### config.mk
export PLATFORM = sky130hd
export DESIGN_NAME = rca_config_loader
export DESIGN_NICKNAME = d
export VERILOG_FILES = /design/src/rtl/rca_config_loader_pkg.sv /design/src/rtl/rca_config_loader.sv
export SDC_FILE = /design/constraint.sdc
export NUM_CORES = 1
export LEC_CHECK = 0
export CAP_MARGIN = 5
export CORE_ASPECT_RATIO = 0.5
export CORE_MARGIN = 4
export CORE_UTILIZATION = 46
export DETAILED_ROUTE_END_ITERATION = 7
export PLACE_DENSITY = 0.78
export SYNTH_ARGS = -nofsm -noshare
export SYNTH_HDL_FRONTEND = slang
export SYNTH_SLANG_ARGS = --single-unit
### constraint.sdc
create_clock -name clk -period 1.8 [get_ports clk]
set_clock_uncertainty 0.1 [all_clocks]
set_input_delay 0.18 -clock clk [delete_from_list [all_inputs] [get_ports clk]]
set_output_delay 0.18 -clock clk [all_outputs]
set_load 0.01 [all_outputs]
### src/rtl/rca_config_loader_pkg.sv
// Shared types and sizing for the RCA config loader.
// Widths derive from the RCA count and per-RCA slot counts.
package rca_config_loader_pkg;

    localparam int NUM_RCAS        = 4;
    localparam int NUM_READ_PORTS  = 3;
    localparam int NUM_WRITE_PORTS = 2;
    localparam int REG_ADDR_W      = 5;

    function automatic int max_int(input int a, input int b);
        return (a > b) ? a : b;
    endfunction

    localparam int RCA_ID_W       = $clog2(NUM_RCAS);
    localparam int RCA_PORT_SEL_W =
        $clog2(max_int(NUM_READ_PORTS, NUM_WRITE_PORTS));

    typedef struct packed {
        logic [RCA_ID_W-1:0]                         id;
        logic [NUM_READ_PORTS-1:0][REG_ADDR_W-1:0]   src_addrs;
        logic [NUM_READ_PORTS-1:0]                   src_mask;
        logic [NUM_WRITE_PORTS-1:0][REG_ADDR_W-1:0]  dest_addrs;
        logic [NUM_WRITE_PORTS-1:0]                  dest_mask;
    } rca_cfg_desc_t;

    typedef enum logic [1:0] {
        LOAD_IDLE,
        LOAD_WRITE_SRC,
        LOAD_WRITE_DEST,
        LOAD_DONE
    } rca_cfg_load_state_t;

endpackage

### src/rtl/rca_config_loader.sv
// Serializes one RCA descriptor into single-slot config writes.
// Owns the shared rca_sel mux and stalls issue while writing.
module rca_config_loader
    import rca_config_loader_pkg::*;
(
    input  logic                                       clk,
    input  logic                                       rst,
    input  logic                                       cfg_valid,
    output logic                                       cfg_ready,
    input  logic [RCA_ID_W-1:0]                        cfg_rca_id,
    input  logic [NUM_READ_PORTS-1:0][REG_ADDR_W-1:0]  cfg_src_addrs,
    input  logic [NUM_READ_PORTS-1:0]                  cfg_src_mask,
    input  logic [NUM_WRITE_PORTS-1:0][REG_ADDR_W-1:0] cfg_dest_addrs,
    input  logic [NUM_WRITE_PORTS-1:0]                 cfg_dest_mask,
    output logic                                       cfg_done,
    output logic [RCA_ID_W-1:0]                        cfg_done_rca_id,
    input  logic [RCA_ID_W-1:0]                        issue_rca_sel,
    output logic                                       issue_stall,
    output logic [RCA_ID_W-1:0]                        rca_sel,
    output logic                                       wr_en,
    output logic [RCA_PORT_SEL_W-1:0]                  w_port_sel,
    output logic                                       w_src_dest_port,
    output logic [REG_ADDR_W-1:0]                      w_reg_addr
);

    localparam logic [RCA_PORT_SEL_W-1:0] LAST_SRC =
        RCA_PORT_SEL_W'(NUM_READ_PORTS - 1);
    localparam logic [RCA_PORT_SEL_W-1:0] LAST_DEST =
        RCA_PORT_SEL_W'(NUM_WRITE_PORTS - 1);

    rca_cfg_load_state_t         state_q, state_d;
    logic [RCA_PORT_SEL_W-1:0]   idx_q, idx_d;
    rca_cfg_desc_t               desc_q, desc_d;
    logic                        writing;

    assign writing = (state_q == LOAD_WRITE_SRC) ||
                     (state_q == LOAD_WRITE_DEST);

    // Next-state: accept in idle, walk src slots, then dest slots, then done.
    always_comb begin
        state_d = state_q;
        idx_d   = idx_q;
        desc_d  = desc_q;
        unique case (state_q)
            LOAD_IDLE: begin
                if (cfg_valid) begin
                    desc_d.id         = cfg_rca_id;
                    desc_d.src_addrs  = cfg_src_addrs;
                    desc_d.src_mask   = cfg_src_mask;
                    desc_d.dest_addrs = cfg_dest_addrs;
                    desc_d.dest_mask  = cfg_dest_mask;
                    idx_d             = '0;
                    state_d           = LOAD_WRITE_SRC;
                end
            end
            LOAD_WRITE_SRC: begin
                if (idx_q == LAST_SRC) begin
                    idx_d   = '0;
                    state_d = LOAD_WRITE_DEST;
                end else begin
                    idx_d = idx_q + 1'b1;
                end
            end
            LOAD_WRITE_DEST: begin
                if (idx_q == LAST_DEST) begin
                    idx_d   = '0;
                    state_d = LOAD_DONE;
                end else begin
                    idx_d = idx_q + 1'b1;
                end
            end
            LOAD_DONE: begin
                state_d = LOAD_IDLE;
            end
        endcase
    end

    // Write port and handshake decode from registered state only.
    always_comb begin
        cfg_ready       = 1'b0;
        cfg_done        = 1'b0;
        wr_en           = 1'b0;
        w_src_dest_port = 1'b0;
        w_reg_addr      = '0;
        w_port_sel      = idx_q;
        unique case (state_q)
            LOAD_IDLE: begin
                cfg_ready = 1'b1;
            end
            LOAD_WRITE_SRC: begin
                for (int i = 0; i < NUM_READ_PORTS; i++) begin
                    if (idx_q == RCA_PORT_SEL_W'(i)) begin
                        wr_en      = desc_q.src_mask[i];
                        w_reg_addr = desc_q.src_addrs[i];
                    end
                end
            end
            LOAD_WRITE_DEST: begin
                w_src_dest_port = 1'b1;
                for (int i = 0; i < NUM_WRITE_PORTS; i++) begin
                    if (idx_q == RCA_PORT_SEL_W'(i)) begin
                        wr_en      = desc_q.dest_mask[i];
                        w_reg_addr = desc_q.dest_addrs[i];
                    end
                end
            end
            LOAD_DONE: begin
                cfg_done = 1'b1;
            end
        endcase
    end

    assign cfg_done_rca_id = desc_q.id;
    assign issue_stall     = writing;
    assign rca_sel         = writing ? desc_q.id : issue_rca_sel;

    // State, slot index and latched descriptor; reset abandons any load.
    always_ff @(posedge clk or posedge rst) begin
        if (rst) begin
            state_q <= LOAD_IDLE;
            idx_q   <= '0;
            desc_q  <= '0;
        end else begin
            state_q <= state_d;
            idx_q   <= idx_d;
            desc_q  <= desc_d;
        end
    end

endmodule
==> results of run 1 <==
cells in the final DEF, fill, tap and decap left out, drive strengths merged:
cell type	count
a21boi	1
a21oi	7
a41oi	1
and2b	1
buf	34
clkbuf	5
clkdlybuf4s15	1
clkdlybuf4s50	40
clkinv	3
dfrtp	36
dlygate4sd2	1
dlymetal6s2s	1
ha	4
inv	5
mux2	36
mux2i	12
nand2	5
nand2b	1
nand3b	1
nor2	7
nor2b	1
o2111ai	1
o21ai	1
o22ai	6
o32a	1
o32ai	1
power by group through the flow:
stage               clock [W]  sequential, W  combinational, W
floorplan                   0        0.00139           0.00147
CTS                  0.000593        0.00144           0.00252
finish               0.000580        0.00146           0.00292
global route         0.000628        0.00151           0.00310
detailed placement          0        0.00146           0.00240
global placement            0        0.00144           0.00235
critical path, cell delays in order (launching register included):
cell and delay (ps):
dfrtp_1 400, buf_4 140, buf_6 100, buf_6 120, ha_4 170, buf_6 130
a21boi_4 150, o32ai_4 230, mux2_4 330
cells by family after synthesis:
logic type,Yosys count
DFF,36
AOI/OAI and AO/OA,19
and+or+nand+nor,16
buffers and inverters,14
adders and majority gates,4
muxes,48
metal layers:
metal  global-route usage  wire length [um]  up-vias
met5                    0                 0        -
met4              0.07783                46        0
met3              0.03613               214        8
met2               0.2900              2124       48
met1               0.2203              1970      689
li1                     -                 -      640
path summary, 6_finish.rpt:
path,start,endpoint,depth (start not counted)
max,state_q[0],state_q[1],8
min,rst,desc_q[9],3
min reg2reg,desc_q[4],desc_q[4],1
max in group asynchronous,rst,w_port_sel[1],3
min in group clk,cfg_dest_addrs[3],desc_q[5],2
max reg2reg,state_q[0],state_q[1],8
cell type report:
| type | instances | area share |
|---|---|---|
| Tap cell | 51 | 0.02367 |
| Clock inverter | 3 | 0.006961 |
| Clock buffer | 5 | 0.02552 |
| Inverter | 5 | 0.006961 |
| Sequential cell | 36 | 0.3346 |
| Timing Repair Buffer | 77 | 0.2724 |
| Multi-Input combinational cell | 87 | 0.3299 |
flip-flops by register name (all words and copies together) (netlist names):
name,flops
state_q,2
cfg_done_rca_id,2
desc_q,30
w_port_sel,2
metrics by stage:
step	power, W	instance area, sq um
3_5_place_dp	0.003859	2430
2_1_floorplan	0.002864	1765
4_1_cts	0.004552	2589
3_3_place_gp	0.003782	2430
5_1_grt	0.005238	2696
6_report	0.004956	2696
what timing repair did:
action                     in CTS  in global routing
gates resized for setup        50                 18
setup endpoints to repair      12                 13
pin swaps                       8                  6
buffers inserted                7                  4
==> flow_summary.toml, run 1 <==
[clocking]
tritoncts.num_buffers = 5
clock_path_buffers = 2
htreeDepth = 2
holdBufCountCts = 0
clock_latency_ps = 290
path_clk_slew_ps = 70
clock-sinks = 36
clock-root-buffer = "clkbuf_8"
cts_tree = "built"

[floorplanning]
fp.dieW_um = 95.61
design.core.area_sq_um = 3566
die_area_sq_um = 4953
placementRows = 15
die_h_um = 51.81
start_util = 0.4951
ios = 53

[min_path]
min_path_type = "primary input to asynchronous set/reset pin"

[timing]
final_hold_viol_count = 0
timing.setup.tns_ps = -1315
hold_ws_ps = 182.9
rsz0062_at_grt = "true"
fin_ws_ps = -190.0
maxSlewViolCount = 0
tightestPinTransition_ps = 462.1
maxSlewHeadroom = 0.6920
max_clock_freq_mhz = 502.5
fin_crit_sh = 1.106
setup_viol = 11
period_needed_ps = 1990

[synthesis]
synth.area.mux_share = 0.2977
synthTopCellsByCount = "dfrtp_1, mux2_2, mux2i_1, a21oi_1, nor2_1"
yosysTopAreaCell = "dfrtp_1"
syn_avg_cell_area_sq_um = 12.89
synth_compound_area_frac = 0.07512
synth-simple-area-share = 0.04536
ys_seq_area_frac = 0.5103
async_flop_share = 1.000
yosys_warnings = 0
synth_most_common_cell = "dfrtp_1"
synthXorXnorAreaFrac = 0
synth_top_family_by_area = "multiplexers"
ys_seq_elements = 36
yosys-top-cells-area = "dfrtp_1, mux2_2, mux2i_1"
syn-num-nets = 178
synth_flop_cell = "dfrtp_1"
yosysUniqueCellTypes = 26
synth_top_area_frac = 0.5103
synthAdderAreaFrac = 0.02835
synth_edf_count = 0
synth_cells = 137
syn_area_sq_um = 1765

[global_routing]
first_global_vias = 1343
grt_pass1_wl_um = 6417
grt.overflow.total = 0
grt_usage = 0.1741
grt_max_degree = 37
grt_antenna_before_repair = 0

[detailed_routing]
routedWlPerCell_um = 16.50
wirelength_um = 4355
first_iter_violations = 29
viasPerCell = 5.246
antenna_left = 0
drc = 0
dr.pass1.iters = 4
vias = 1385

[critical_path]
critPathKind = "register to register"
cp-end-kind = "register"
worstPathArrival_ps = 2070
start_kind = "register"
critPathRequiredTime_ps = 1880
crit_path_max_fanout = 4
ff2ff_setup_slack_ps = -190

[placement]
placed_cells = 246
post-place-ws_ps = -208.1
routabilityCongestion = 0.7919
dp_hpwl_um = 2807
io_buffers = 52

[final_layout]
seq_area_sq_um = 902.1
n_antenna_cell = 0
instances_no_fill = 264
area_growth_syn_to_layout_pct = 52.73
n_fill_cell = 231
multi_input_area_sq_um = 889.6
finalNetCount = 253
post-route-util = 0.7561
drive_gt1_frac = 0.4507

[pwr]
p_sw_w = 0.001805
p_int_w = 0.003150
switching_share = 0.3643
seqPwrFrac = 0.294
pwr-share-comb = 0.588
p_leak_nw = 1.185
clkPwrFrac = 0.117
p_per_area_nw_per_um2 = 1838
ir_drop_mv = 0.8042

[job]
cap_violations = 0

[status]
status = "finished, violations left"
violations = "negative setup slack"
Note: power is estimated with default switching activity, not from simulation.
==> run 2, diff against run 1 <==
- CTS_CLUSTER_DIAMETER: not set -> 120
- TNS_END_PERCENT: not set -> 20
==> run 2 against run 1 <==
- the run still ends with negative setup slack left
- largest power group unchanged
- worst setup slack better by 17 ps
- core utilization decreased by 2.1 points
- sequential share of layout area grew 0.94 points
- via count decreased by 2.2%
- non-clock buffer count shrank 2
==> flow_summary.toml, run 2 (same netlist as run 1, synthesis figures left out) <==
[critical_path]
crit_chain = "inv_2 > ha_4 > nand3b_1 > buf_4 > buf_6 > o22ai_2 > buf_2"
critPathTopFamily = "buffers and inverters"
critPathRequiredTime_ps = 1520
critPathKind = "register to output port"
rr_endpoint = "state_q[1]"
crit_path_max_fanout = 4
reg2reg_from = "state_q[0]"
cp-end-kind = "output port"
reg2regPathDepth = 7
critPathLaunch = "state_q[0]"
start_kind = "register"
cp.depth = 7
ff2ff_setup_slack_ps = -130
slowest_delay_ps = 380
worstPathArrival_ps = 1690
crit_path_end = "w_reg_addr[0]"
crit_buf_inv = 4
crit_path_top_delay_cell = "dfrtp_1"

[detailed_routing]
viasPerCell = 5.168
wirelength_um = 4181
vias = 1354
antenna_left = 0
dr.pass1.iters = 4
first_iter_violations = 37
drc = 0
routedWlPerCell_um = 15.96

[final_layout]
layout_commonest_cell = "clkdlybuf4s50_1"
largest_reg_flops = 30
finalNetCount = 251
area_growth_syn_to_layout_pct = 48.55
drive_gt1_frac = 0.4265
top_register = "desc_q"
n_antenna_cell = 0
final_cell_mix = "clkdlybuf4s50_1, mux2_2, dfrtp_1, buf_4, mux2i_1"

[global_routing]
grt_antenna_before_repair = 0
grt_max_degree = 37
grt_usage = 0.1687
grt.overflow.total = 0
first_global_vias = 1312
grt_pass1_wl_um = 6203

[status]
violations = "negative setup slack"
status = "finished, violations left"

[timing]
fin_ws_ps = -173.1
maxSlewViolCount = 0
final_hold_viol_count = 0
fin_crit_sh = 1.096
rsz0062_at_grt = "true"
period_needed_ps = 1973
max_clock_freq_mhz = 506.8
tightestPinTransition_ps = 462.1
setup_viol = 11
hold_ws_ps = 180.6
maxSlewHeadroom = 0.6920

[floorplanning]
start_util = 0.4951
fp.dieW_um = 95.61
ios = 53
die_h_um = 51.81
design.core.area_sq_um = 3566
die_area_sq_um = 4953
placementRows = 15

[pwr]
p_leak_nw = 1.155
p_per_area_nw_per_um2 = 1815
switching_share = 0.3569
p_sw_w = 0.001699
seqPwrFrac = 0.305
ir_drop_mv = 0.7788
pwr-share-comb = 0.574
clkPwrFrac = 0.121
total_power_w = 0.004759
p_int_w = 0.003060

[job]
cap_violations = 0

[clocking]
holdBufCountCts = 0
clock_latency_ps = 290
cts_tree = "built"
clock-root-buffer = "clkbuf_8"
tritoncts.num_buffers = 5
path_clk_slew_ps = 70
htreeDepth = 2
clock-sinks = 36
clock_path_buffers = 2

[placement]
routabilityCongestion = 0.7919
dp_hpwl_um = 2807
io_buffers = 52

[min_path]
min_path_type = "primary input to asynchronous set/reset pin"
## run 2: cell types whose count changed in the layout (fill, tap and decap cells not counted), sizes merged
| cell | change |
|---|---|
| buf | -3 |
| clkbuf | +1 |
| clkdlybuf4s15 | -1 |
| clkdlybuf4s50 | +1 |
## run 2: tightest hold or removal path, cell delays in order
cell and delay [ps]:
clkdlybuf4s50_1 390, inv_1 50, buf_4 390
## run 2: worst min path at each step
| stage | slack, ps | end |
|---|---|---|
| finish | 180 | desc_q[9] |
| floorplan | 230 | desc_q[7] |
| global placement | 390 | desc_q[23] |
| CTS | 190 | desc_q[9] |
| global route | 220 | desc_q[4] |
| detailed placement | 390 | desc_q[0] |
## run 2: through the flow
step,setup TNS [ps],instances,util,setup WS [ps],cell area (sq um)
after detailed placement,-1425,246,0.6814,-208.1,2430
after global placement,-797.3,246,0.6814,-111.4,2430
final,-1072,262,0.7354,-173.1,2623
after floorplan,0,137,-,40.07,1765
after CTS,-736.1,259,0.7130,-161.4,2542
after global routing,-1683,262,0.7354,-237.2,2623
## run 2: final cells by class
class / instances / area (sq um)
Clock inverter: 3 / 18.77
Fill cell: 245 / 943.4
Timing Repair Buffer: 75 / 701.9
Inverter: 5 / 18.77
Multi-Input combinational cell: 87 / 848.3
Sequential cell: 36 / 902.1
Clock buffer: 5 / 68.82
Tap cell: 51 / 63.81
## run 2: metal layers
layer	global-route usage	part of all wire
met2	0.2831	0.49
met3	0.03468	0.048
met1	0.2138	0.44
met5	0	0
met4	0.07075	0.014
## run 2: power by group through the flow
stage | clock network, W | logic, W | registers [W]
CTS | 0.000593 | 0.00244 | 0.00144
detailed placement | 0 | 0.00240 | 0.00146
finish | 0.000577 | 0.00273 | 0.00145
floorplan | 0 | 0.00147 | 0.00139
global placement | 0 | 0.00235 | 0.00144
global route | 0.000627 | 0.00292 | 0.00150
## run 2: timing repair
item | in CTS | in global routing
gates resized for setup | 42 | 13
setup endpoints to repair | 12 | 13
cloned | 0 | 0
buffers inserted | 5 | 3
pin swaps | 5 | 2
==> run 3, diff against run 2 <==
- CTS_CLUSTER_DIAMETER: 120 -> 60
- HOLD_SLACK_MARGIN: not set -> 0.1
==> results of run 3 <==
Same layout as run 2: the final DEF is identical, and so are final timing and power.
